<file path="src/rtl/serial_bit_feeder.sv">
// serial_bit_feeder: latches a WIDTH-bit pattern on start and shifts it out
// MSB-first, holding each bit for TICK_DIV clocks. Optional looping replays
// the latched pattern back-to-back; the line rests at IDLE_LEVEL otherwise.
module serial_bit_feeder #(
  parameter int unsigned WIDTH      = 8,
  parameter int unsigned TICK_DIV   = 50_000_000,
  parameter logic        IDLE_LEVEL = 1'b1
) (
  input  logic             clk,
  input  logic             reset,
  input  logic             start,
  input  logic             loop,
  input  logic [WIDTH-1:0] data_in,
  output logic             bit_out,
  output logic             bit_valid,
  output logic             busy,
  output logic             frame_done
);

  localparam int unsigned CW = $clog2(TICK_DIV) + 1;
  localparam int unsigned BW = (WIDTH > 2) ? $clog2(WIDTH) : 1;
  localparam logic [CW-1:0] TICK_LAST = CW'(TICK_DIV - 1);
  localparam logic [BW-1:0] BIT_LAST  = BW'(WIDTH - 1);

  typedef enum logic [1:0] {
    S_IDLE  = 2'd0,
    S_SHIFT = 2'd1,
    S_DONE  = 2'd2
  } state_e;

  state_e           state_q, state_d;
  logic [WIDTH-1:0] pattern_q, pattern_d;
  logic [WIDTH-1:0] shift_q, shift_d;
  logic [CW-1:0]    tick_q, tick_d;
  logic [BW-1:0]    bit_cnt_q, bit_cnt_d;
  logic             bit_out_q, bit_out_d;
  logic             bit_valid_q, bit_valid_d;
  logic             busy_q, busy_d;
  logic             frame_done_q, frame_done_d;

  logic period_end;
  logic last_bit;

  assign period_end = (tick_q == TICK_LAST);
  assign last_bit   = (bit_cnt_q == BIT_LAST);

  // State and registered outputs, async reset to idle values
  always_ff @(posedge clk or posedge reset) begin
    if (reset) begin
      state_q      <= S_IDLE;
      pattern_q    <= '0;
      shift_q      <= '0;
      tick_q       <= '0;
      bit_cnt_q    <= '0;
      bit_out_q    <= IDLE_LEVEL;
      bit_valid_q  <= 1'b0;
      busy_q       <= 1'b0;
      frame_done_q <= 1'b0;
    end else begin
      state_q      <= state_d;
      pattern_q    <= pattern_d;
      shift_q      <= shift_d;
      tick_q       <= tick_d;
      bit_cnt_q    <= bit_cnt_d;
      bit_out_q    <= bit_out_d;
      bit_valid_q  <= bit_valid_d;
      busy_q       <= busy_d;
      frame_done_q <= frame_done_d;
    end
  end

  // Next-state selection
  always_comb begin
    state_d = state_q;
    case (state_q)
      S_IDLE:  if (start) state_d = S_SHIFT;
      S_SHIFT: if (period_end && last_bit && !loop) state_d = S_DONE;
      S_DONE:  state_d = S_IDLE;
      default: state_d = S_IDLE;
    endcase
  end

  // Datapath and output values for the next cycle
  always_comb begin
    pattern_d    = pattern_q;
    shift_d      = shift_q;
    tick_d       = tick_q;
    bit_cnt_d    = bit_cnt_q;
    bit_out_d    = bit_out_q;
    bit_valid_d  = 1'b0;
    busy_d       = busy_q;
    frame_done_d = 1'b0;
    case (state_q)
      S_IDLE: begin
        bit_out_d = IDLE_LEVEL;
        busy_d    = 1'b0;
        if (start) begin
          pattern_d   = data_in;
          shift_d     = data_in;
          tick_d      = '0;
          bit_cnt_d   = '0;
          bit_out_d   = data_in[WIDTH-1];
          bit_valid_d = 1'b1;
          busy_d      = 1'b1;
        end
      end
      S_SHIFT: begin
        busy_d = 1'b1;
        if (period_end) begin
          tick_d = '0;
          if (!last_bit) begin
            // Rotate rather than shift so every bit of the register is consumed;
            // the bits wrapped into the LSBs are never presented.
            shift_d     = {shift_q[WIDTH-2:0], shift_q[WIDTH-1]};
            bit_cnt_d   = bit_cnt_q + BW'(1);
            bit_out_d   = shift_q[WIDTH-2];
            bit_valid_d = 1'b1;
          end else if (loop) begin
            shift_d      = pattern_q;
            bit_cnt_d    = '0;
            bit_out_d    = pattern_q[WIDTH-1];
            bit_valid_d  = 1'b1;
            frame_done_d = 1'b1;
          end else begin
            bit_out_d    = IDLE_LEVEL;
            busy_d       = 1'b0;
            frame_done_d = 1'b1;
          end
        end else begin
          tick_d = tick_q + CW'(1);
        end
      end
      S_DONE: begin
        bit_out_d = IDLE_LEVEL;
        busy_d    = 1'b0;
        tick_d    = '0;
      end
      default: begin
        bit_out_d = IDLE_LEVEL;
        busy_d    = 1'b0;
        tick_d    = '0;
        bit_cnt_d = '0;
      end
    endcase
  end

  assign bit_out    = bit_out_q;
  assign bit_valid  = bit_valid_q;
  assign busy       = busy_q;
  assign frame_done = frame_done_q;

endmodule

</file>
<file path="config.mk">
export PLATFORM = sky130hd
export DESIGN_NAME = serial_bit_feeder
export DESIGN_NICKNAME = d
export VERILOG_FILES = /design/src/rtl/serial_bit_feeder.sv
export SDC_FILE = /design/constraint.sdc
export NUM_CORES = 1
export LEC_CHECK = 0
export CORE_UTILIZATION = 50
export CTS_BUF_LIST = sky130_fd_sc_hd__clkbuf_8 sky130_fd_sc_hd__clkbuf_16
export CTS_CLUSTER_DIAMETER = 100
export DETAILED_ROUTE_END_ITERATION = 12
export PLACE_DENSITY_LB_ADDON = 0.2
export SKIP_CTS_REPAIR_TIMING = 1
export SYNTH_ARGS = -nofsm -noshare
export SYNTH_HDL_FRONTEND = slang
export SYNTH_SLANG_ARGS = --single-unit
</file>
<file path="constraint.sdc">
create_clock -name clk -period 2.3 [get_ports clk]
set_input_delay 0.23 -clock clk [delete_from_list [all_inputs] [get_ports clk]]
set_output_delay 0.23 -clock clk [all_outputs]
set_load 0.03 [all_outputs]
</file>
* Word level (Yosys, flattened, before mapping)
Cells that the tools add are included.
** Word-level totals
- Register bits :: 52
- Latch bits :: 0
- Memory bits (writable) :: 0
- Memory bits (read-only) :: 0
- Output and inout port bits :: 4
- Word-level logic and storage cells :: 60
- Memories :: 0
** Operators by class
- $add $sub $neg :: 2
- Multipliers :: 0
- Div/mod/pow operators :: 0
- $lt $le $gt $ge :: 0
- Eq/ne operators :: 8
- Shift-type cells :: 0
- Muxes and demuxes :: 31
- Bitwise logic cells :: 1
- Reductions and logical operators :: 9
** Operator list (count)
- $mux 27 :: 2
- $pmux 27 s2 :: 1
- $mux 8 :: 4
- $add 27x1->27 const B :: 1
- $eq 27x26->1 const B :: 1
- $pmux 8 s2 :: 1
- $mux 1 :: 12
- $mux 3 :: 4
- $pmux 3 s3 :: 1
- $reduce_and 4->1 :: 2
- $ne 2x2->1 const B :: 3
- $pmux 1 s2 :: 3
- $mux 2 :: 2
- $pmux 2 s2 :: 1
- $reduce_and 2->1 :: 2
- $add 3x1->3 const B :: 1
- $eq 3x3->1 const B :: 1
- $ne 3x3->1 const B :: 1
- $eq 2x1->1 const B :: 1
- $eq 2x2->1 const B :: 1
- $logic_and 1x1->1 :: 2
- $logic_not 2->1 :: 1
- $reduce_bool 2->1 :: 1
- $logic_not 1->1 :: 1
- $not 1->1 :: 1

* Logic depth before layout (Yosys ltp)
- Depth after elaboration :: 5
- Mapped depth :: 8

* Least setup slack after synthesis
Ideal clock, no wire load.
- Path type :: register -> register
- Start point :: register tick_q[7]
- End point :: register tick_q[3]
- Library setup time :: 126 ps
- Arrival time :: 1830 ps
- Data required time :: 2174 ps
- Slack :: 343 ps
- Cell stages (with the launch flop) :: 8
- Path buffers :: 2
- Clock period less this slack :: 1957 ps
- Path through :: dfrtp_1 -> or4_4 -> nor4_4 -> nand3_2 -> buf_2 -> buf_6 -> a32oi_1 -> o21ai_1
** Between the ends
- Longest elaborated chain between the ends :: 3
** Ends and longest elaborated chain
- start, declared :: RTL line 34 : logic [CW-1:0] tick_q, tick_d;
- start signal, assigned :: RTL line 63 : tick_q <= tick_d;
- $eq 27x26->1 :: RTL line 44 : assign period_end = (tick_q == TICK_LAST);
- $mux 27 :: RTL line 109 : if (period_end) begin
- $pmux 27 s2 :: RTL line 93 : case (state_q)
No other way between the ends.
A chain may end at the register's enable or synchronous reset.

* Final worst setup path
- Start point :: register tick_q[12]
- End point :: register shift_q[6]
** Between the ends
- Longest elaborated chain between the ends :: 3
** Ends and longest elaborated chain
- $eq 27x26->1 :: RTL line 44
- $ne 2x2->1 (no source line)
- $reduce_and 4->1 (no source line)
- end signal, assigned :: RTL line 62 : shift_q <= shift_d;
- end, declared :: RTL line 33 : logic [WIDTH-1:0] shift_q, shift_d;
No other way between the ends.

==> out/results.txt <==
Detail Placement HPWL -> 4480 um
status -> complete, no violations
placed inst area -> 3220 sq um
crit path launch type -> register
Tmin final -> 2030 ps
number of buffers added on ports -> 15
H-tree Lvls -> 2
DRC Markers -> 0
WP data arrival -> 2270 ps
setup ws final -> 272 ps
area of the multi-input gates -> 1480 sq um
Congestion Overflow GR -> 0
number of global-route vias before repair -> 2,228
wirelength, routed -> 6410 um
Initial DRC Count -> 160
RSZ-0062 raised after global routing -> no
final RePlAce weighted congestion -> 0.862
Tot Pwr -> 2.30 mW
Synth Area in Adders -> 0.0130
CTS tree -> built
area share of and/or/nand/nor cells after synthesis -> 0.271
clock share of power -> 0.230
Yosys reg bits -> 52
cts bufs inserted -> 5
Ports -> 16
crit end category -> register
internal power -> 1.59 mW
post-synthesis compound-gate area fraction -> 0.108
Site Rows -> 27
GRT Total Usage -> 0.232
min-delay worst type -> in2async
syn_area_per_cell -> 9.37 sq um
Avg WL per Cell -> 15.7 um
Final ANT Viol Nets -> 0
fmax -> 493 MHz
prevailing post-synth register cell -> dfrtp_1
CORE AREA -> 5540 sq um
final count of negative-setup-slack endpoints -> 0
Unique masters post-synth -> 50
fill cell count -> 485
multiplexer area fraction after synthesis -> 0.0819
largest family of logic cells by synthesized area -> simple AND/OR/NAND/NOR gates
CTS sink count -> 52
Post-Place Worst Slack -> 300 ps
area grow syn2layout -> 14.7%
Final Cycle Share -> 0.882
Worst-Margin Slew -> 649 ps
WP data required -> 2540 ps
die height -> 78.0 um
Relative slew margins -> 0.567
first drt pass iteration count -> 4
first-pass GRT wire length -> 11,100 um
Starting Density -> 0.521
total vias in the final route -> 2,336
mapped cell area -> 2890 sq um
Crit Path Class -> reg2reg
CTS root buf -> clkbuf_8
final net count -> 350
Syn Nets -> 323
Seq pwr share -> 0.555
Post-synth EDFFs -> 0
register area -> 1300 sq um
layout cells sized above 1 -> 0.143
Die Wd -> 78.0 um
clock latency on the worst-skew pair -> 300 ps
diodes inserted -> 0
Final Hold Fails -> 0
die area -> 6080 sq um
Synth Warn # -> 0
clk slew on worst S/H paths -> 90 ps
Post-synth ARST share -> 1.00
register area share after synthesis -> 0.451
crit path max fanout -> 18
largest net degree at the start of global routing -> 53
Switch Pwr -> 0.705 mW
Gate power share -> 0.215
Via density -> 5.73
deepest clock path buffer count -> 2
Max Cap Viol -> 0
final setup TNS -> 0 ps
initial antenna violation count -> 0
xor-xnor portion of the synthesized cell area -> 0.0394
VDD IR max -> 511 uV
Mapped Cells -> 308
post-route cell area -> 3310 sq um
pwr/cell area -> 694 nW/um^2
Pins Over Slew Limit -> 0
Clock Skew -> 5.34 ps
Pleak -> 1.42 nW
Switching Fraction -> 0.307
==> metal layers <==
metal  global-route usage  up-vias  share of wire
li1                     -     1168              -
met1                0.348     1106           0.49
met2                0.342       60           0.45
met3               0.0424        2          0.062
met4               0.0667        0         0.0033
met5                    0        -              0
==> synthesized netlist by cell type, drive strengths merged, types with 7 or more instances <==
library cell,count,area (sq um)
mux2i,12,120
dfrtp,51,1280
mux2,10,116
nor3,7,35.0
a21oi,19,98.9
nand2,32,120
nand3,34,175
clkbuf,10,37.5
buf,7,45.0
or3,11,68.8
nor2,20,77.6
a31oi,10,62.6
o21ai,11,55.1
xor2,11,96.3
nand4,10,68.8
==> layout by cell type (no fill, tap or decap), types with 11 or more instances in the layout <==
cell type        count
mux2i_1             12
xor2_1              11
nand2_1             32
nor2_1              19
or3_1               11
dfrtp_1             51
buf_4               21
a21oi_1             18
clkdlybuf4s50_1     15
nand3_1             33
==> area by class of cell <==
cell class	instances	share of cell area
timing repair buffer	37	0.0990
tap	72	0.0272
sequential	52	0.393
clock buffer	6	0.0249
clock inverter	2	0.00227
multi-input combinational	234	0.448
inverter	5	0.00567
==> final timing paths <==
check | start | to | slack [ps] | cells after the start
worst max-delay path | tick_q[12] | shift_q[6] | 270 | 6
worst min-delay path | reset | tick_q[23] | 420 | 3
worst max register to register | tick_q[12] | shift_q[6] | 270 | 6
worst min register to register | pattern_q[7] | pattern_q[7] | 510 | 1
max in group asynchronous | reset | tick_q[5] | 1450 | 3
min in group clk | pattern_q[7] | pattern_q[7] | 510 | 1
==> registers in the layout (all words and copies together) (netlist names) <==
register    flops
shift_q         8
frame_done      1
bit_out         1
bit_valid       1
bit_cnt_q       3
state_q         2
pattern_q       8
tick_q         27
busy            1
==> per-stage QoR <==
stage / utilization / hold WS, ps / cells
floorplan: - / 382 / 308
global route: 0.598 / 500 / 408
detailed placement: 0.582 / 496 / 400
finish: 0.598 / 420 / 408
global placement: 0.582 / 486 / 400
CTS: 0.598 / 449 / 408
==> logic make-up after synthesis <==
group,count (synthesis)
buf+inv,22
mux,22
xor+xnor,13
compound gates,52
flops,52
fa+ha+maj,3
simple gates,144
==> critical path, stage by stage, from the launching register on <==
cell and delay [ps]:
dfrtp_1 450, nand4_1 250, nor4_2 450, nand4_2 150, buf_4 230, or3_1 360
nand3_1 80
==> power groups by stage <==
stage                     Sequential, mW  Clock (mW)  Combinational (mW)
after floorplan                     1.26           0               0.351
after global placement              1.28           0               0.485
after detailed placement            1.29           0               0.497
after CTS                           1.27       0.541               0.500
after global routing                1.31       0.585               0.562
final                               1.27       0.529               0.495
Power figures use the tool's default switching activity.
